### src/rtl/fetch_queue_pkg.sv
// fetch_pkg: shared fetch-stage types and constants.
package fetch_pkg;
  localparam int ADDR_W_DEF = 32;
  localparam logic [5:0] HALT_OP = 6'b111111;
  typedef enum logic [1:0] {FETCH, DRAIN, HALTED} state_t;
  typedef struct packed {
    logic [ADDR_W_DEF-1:0] pc;
    logic [31:0]           instr;
  } fetch_entry_t;
endpackage

### src/rtl/fetch_queue_instr_fifo.sv
// instr_fifo: show-ahead FIFO with registered head and synchronous flush.
module instr_fifo #(
  parameter int DEPTH = 4,
  parameter int WIDTH = 64,
  localparam int AW = $clog2(DEPTH)
) (
  input  logic             clk,
  input  logic             rst_n,
  input  logic             i_flush,
  input  logic             i_push,
  input  logic             i_pop,
  input  logic [WIDTH-1:0] i_din,
  output logic [WIDTH-1:0] o_head,
  output logic             o_valid,
  output logic [AW:0]      o_count
);
  logic [WIDTH-1:0] r_mem [DEPTH];
  logic [AW-1:0]    r_wptr;
  logic [AW-1:0]    r_rptr;
  logic [AW:0]      r_count;
  always_ff @(posedge clk)
    if (rst_n && !i_flush && i_push) r_mem[r_wptr] <= i_din;
  always_ff @(posedge clk) begin
    if (!rst_n || i_flush) begin
      r_wptr  <= '0;
      r_rptr  <= '0;
      r_count <= '0;
    end else begin
      if (i_push) r_wptr <= r_wptr + 1'b1;
      if (i_pop) r_rptr <= r_rptr + 1'b1;
      r_count <= r_count + {{AW{1'b0}}, i_push} - {{AW{1'b0}}, i_pop};
    end
  end
  assign o_head  = r_mem[r_rptr];
  assign o_valid = r_count != '0;
  assign o_count = r_count;
endmodule

### src/rtl/fetch_queue.sv
// fetch_queue: PC register, halt FSM and redirect arbitration in front of a show-ahead fetch FIFO.
module fetch_queue
  import fetch_pkg::*;
#(
  parameter int         ADDR_W  = ADDR_W_DEF,
  parameter int         QDEPTH  = 4,
  parameter logic [5:0] HALT_OP = fetch_pkg::HALT_OP,
  localparam int CW = $clog2(QDEPTH) + 1
) (
  input  logic              clk,
  input  logic              rst_n,
  output logic [ADDR_W-1:0] mem_pc,
  input  logic [31:0]       mem_instr,
  input  logic              mem_isdone,
  input  logic              redirect_valid,
  input  logic [ADDR_W-1:0] redirect_pc,
  output logic              issue_valid,
  output logic [31:0]       issue_instr,
  output logic [ADDR_W-1:0] issue_pc,
  input  logic              issue_ready,
  output logic [CW-1:0]     q_count,
  output logic              halted
);
  logic [ADDR_W-1:0]    r_pc;
  state_t               r_state;
  logic                 w_halt;
  logic                 w_push;
  logic                 w_pop;
  logic                 w_valid;
  logic                 w_drained;
  logic [CW-1:0]        w_count;
  logic [ADDR_W+31:0]   w_head;
  instr_fifo #(.DEPTH(QDEPTH), .WIDTH(ADDR_W + 32)) u_fifo (
    .clk     (clk),
    .rst_n   (rst_n),
    .i_flush (redirect_valid),
    .i_push  (w_push),
    .i_pop   (w_pop),
    .i_din   ({r_pc, mem_instr}),
    .o_head  (w_head),
    .o_valid (w_valid),
    .o_count (w_count)
  );
  always_comb begin
    w_halt    = mem_isdone | (mem_instr[31:26] == HALT_OP);
    w_pop     = w_valid & issue_ready & !redirect_valid;
    w_push    = (r_state == FETCH) & !w_halt & !redirect_valid & ((w_count < CW'(QDEPTH)) | w_pop);
    w_drained = (w_count == '0) | ((w_count == CW'(1)) & w_pop);
  end
  // Redirect overrides everything, including a pending halt or a terminal HALTED state.
  always_ff @(posedge clk) begin
    if (!rst_n) begin
      r_pc    <= '0;
      r_state <= FETCH;
    end else if (redirect_valid) begin
      r_pc    <= redirect_pc;
      r_state <= FETCH;
    end else begin
      if (w_push) r_pc <= r_pc + 1'b1;
      r_state <= (r_state == FETCH && w_halt) ? DRAIN :
                 (r_state == DRAIN && w_drained) ? HALTED : r_state;
    end
  end
  assign mem_pc                = r_pc;
  assign issue_valid           = w_valid;
  assign {issue_pc, issue_instr} = w_head;
  assign q_count               = w_count;
  assign halted                = r_state == HALTED;
endmodule

### config.mk
export PLATFORM = sky130hd
export DESIGN_NAME = fetch_queue
export DESIGN_NICKNAME = d
export VERILOG_FILES = /design/src/rtl/fetch_queue_pkg.sv /design/src/rtl/fetch_queue_instr_fifo.sv /design/src/rtl/fetch_queue.sv
export SDC_FILE = /design/constraint.sdc
export NUM_CORES = 1
export LEC_CHECK = 0
export CAP_MARGIN = 20
export CORE_UTILIZATION = 35
export DETAILED_ROUTE_END_ITERATION = 16
export SLEW_MARGIN = 30
export SYNTH_ARGS = -nofsm -noshare
export SYNTH_HDL_FRONTEND = slang
export SYNTH_SLANG_ARGS = --single-unit
### constraint.sdc
create_clock -name clk -period 11.3 [get_ports clk]
set_input_delay 2.26 -clock clk [delete_from_list [all_inputs] [get_ports clk]]
set_output_delay 2.26 -clock clk [all_outputs]
set_load 0.02 [all_outputs]
==> impl_metrics.env <==
export IMPL_critical_path_top_delay_family="buffers and inverters"
export IMPL_p_total_mw=2.41
export IMPL_outcome="finished clean"
export IMPL_drive_above_1_share_pct=15.9
export IMPL_synth_top_area_share_pct=65.9
export IMPL_required_ns=9.04
export IMPL_synth_distinct_cells=49
export IMPL_first_pass_iters=5
export IMPL_irDropWorstVdd_v=0.000129
export IMPL_cts_resized_gates=0
export IMPL_slowest_delay_ns=0.76
export IMPL_tightest_slew_ns=0.925
export IMPL_drc=0
export IMPL_place_congestion=0.752
export IMPL_placed_cells=1235
export IMPL_fin_crit_ns=5.50
export IMPL_crit_slowest_cell="dfxtp_4"
export IMPL_synth_warnings=0
export IMPL_max_cap_viol_count=0
export IMPL_crit_end="issue_instr[1]"
export IMPL_syn_inst=646
export IMPL_final_nets=903
export IMPL_critPathCaptureType="primary output"
export IMPL_rsz0062_at_grt="no"
export IMPL_crit_type="reg2out"
export IMPL_syn_nets=723
export IMPL_postCtsHoldBufs=0
export IMPL_die_w_um=185
export IMPL_area_growth_pct=28.4
export IMPL_dp_hpwl_um=16600
export IMPL_viasPerCell=5.13
export IMPL_start_util_pct=35.7
export IMPL_grt_pass1_wl_um=39700
export IMPL_whs_ns=0.501
export IMPL_reg2reg_to="u_fifo.o_count[2]"
export IMPL_wirelength_um=26300
export IMPL_cts_setup_buffers=0
export IMPL_cts_max_level=1
export IMPL_grt_ovfl_total=0
export IMPL_path_buf_inv=2
export IMPL_core_um2=32700
export IMPL_cts_root_buf="clkbuf_16"
export IMPL_clockBufferDepth=3
export IMPL_antenna_found_initial=0
export IMPL_ys_ff_latch=299
export IMPL_critPathLaunchType="register"
export IMPL_setup_viol=0
export IMPL_clock_latency_ns=0.56
export IMPL_fin_crit_sh_pct=48.7
export IMPL_crit_arrival_ns=3.24
export IMPL_numCtsBuffers=31
export IMPL_timing_rr_start="u_fifo.o_count[2]"
export IMPL_final_max_slew_violation_count=0
export IMPL_synth_main_ff_cell="edfxtp_1"
export IMPL_rrSetupSlack_ns=7.99
export IMPL_io_pins=170
export IMPL_cp_depth=3
export IMPL_reg2reg_depth=12
export IMPL_dieArea_um2=34100
export IMPL_antenna_cells=0
export IMPL_io_buffers=169
export IMPL_final_area_um2=15000
export IMPL_leakagePower_nw=4.71
export IMPL_holdCritPathClass="reg2reg"
export IMPL_rows=66
export IMPL_syn_area_um2=11700
export IMPL_synth_seq_area_share_pct=73.2
export IMPL_fin_setup_tns_ns=0
export IMPL_max_freq_ghz=0.182
export IMPL_fp_dieH_um=185
export IMPL_async_flop_share_pct=0
export IMPL_vias=6632
export IMPL_yosysTopAreaCell="edfxtp_1"
export IMPL_syn_area_per_cell_um2=18.1
export IMPL_grtUsageTotal_pct=15.5
export IMPL_p_per_area_nw_per_um2=161
export IMPL_hold_viol=0
export IMPL_synth_area_leaders="edfxtp_1, mux4_2, dfxtp_1"
export IMPL_layout_common_cells="edfxtp_1, clkdlybuf4s50_1, mux4_2"
export IMPL_synth_edff_count=256
export IMPL_crit_chain="buf_4 -> mux4_2 -> clkdlybuf4s50_1"
export IMPL_wire_per_inst_um=20.4
export IMPL_layout_commonest_cell="edfxtp_1"
export IMPL_skew_ns=0.0248
export IMPL_max_slew_margin_pct=38.2
export IMPL_crit_fanout=34
export IMPL_placed_cell_area_um2=13900
export IMPL_instances_no_fill=1292
export IMPL_cts_sinks=299
export IMPL_cts_tree="done"
export IMPL_ant_nets=0
export IMPL_path_clk_slew_ns=0.06
export IMPL_fill_cells=2859
export IMPL_grt_pass1_vias=6665
export IMPL_grt_max_degree=47
export IMPL_drt_iter0_drc=420
## how the worst min path moves through the flow
stage / startpoint / cells past startpoint / to
3_5_place_dp: u_fifo.r_wptr[1] / 2 / u_fifo.r_wptr[1]
5_1_grt: u_fifo.r_wptr[1] / 2 / u_fifo.r_wptr[1]
6_report: u_fifo.r_wptr[1] / 2 / u_fifo.r_wptr[1]
3_3_place_gp: u_fifo.r_wptr[1] / 2 / u_fifo.r_wptr[1]
2_1_floorplan: u_fifo.r_wptr[1] / 2 / u_fifo.r_wptr[1]
4_1_cts: u_fifo.r_wptr[1] / 2 / u_fifo.r_wptr[1]
## cell usage after synthesis, types with 9 or more instances
| library cell | count |
|---|---|
| mux4_2 | 64 |
| and3_1 | 15 |
| nand3_1 | 25 |
| o211ai_1 | 16 |
| inv_1 | 12 |
| edfxtp_1 | 256 |
| a21oi_1 | 12 |
| or4_1 | 9 |
| nand2_1 | 37 |
| nor2_1 | 13 |
| a31oi_1 | 18 |
| clkbuf_1 | 23 |
| dfxtp_1 | 43 |
| nor3_1 | 9 |
## registers in the layout, summed over array words and instances, names as in the netlist, named ones only
signal and cells:
mem_pc 32, r_state 2, u_fifo.r_rptr 2, u_fifo.r_mem 256, u_fifo.r_wptr 2, u_fifo.o_count 3
## final cells by class
cell class	instances	area, um2	area share, %
repair buffers	178	1800	12.0
flip-flops and latches	299	8560	57.1
clock inverters	19	219	1.46
multi-input cells	304	2980	19.9
well taps	442	553	3.69
clock buffers	38	832	5.55
inverters	12	45.0	0.301
## report_power, final
group          switching (mW)  total, mW  internal [mW]
clock                   0.403       1.04          0.633
sequential             0.0231       1.24           1.21
combinational          0.0672      0.135         0.0675
## worst register-to-register path: cells and delay by family, from the launching register on
family,cells,cell delay (ns)
XOR/XNOR,2,0.30
adder cells (fa/ha/maj),3,0.89
buffers and inverters,3,0.50
flip-flops,1,0.36
AND/OR/NAND/NOR,4,1.16
## per-stage QoR
| step | utilization, % | worst slack, ns |
|---|---|---|
| after floorplan | - | 5.95 |
| after global placement | 42.4 | 5.47 |
| after detailed placement | 42.6 | 5.35 |
| after CTS | 45.8 | 5.65 |
| after global routing | 45.8 | 5.52 |
| final | 45.8 | 5.80 |
## per-layer routing
metal	routed length [um]	GRT usage, %	part of all wire [%]
met1	11500	21.2	44
met2	12500	25.3	47
met3	1750	3.12	6.7
met4	580	4.20	2.2
met5	0	0	0
## kinds of logic (layout without fill, tap and decap cells)
logic type	Yosys count	count (layout)	synth area share, %
xor+xnor	8	8	0.600
fa+ha+maj	8	8	0.922
mux	67	67	12.6
buf+inv	43	247	1.46
flops	299	299	73.2
compound gates	78	78	4.72
simple gates	143	143	6.44
Note: power is estimated with default switching activity, not from simulation.
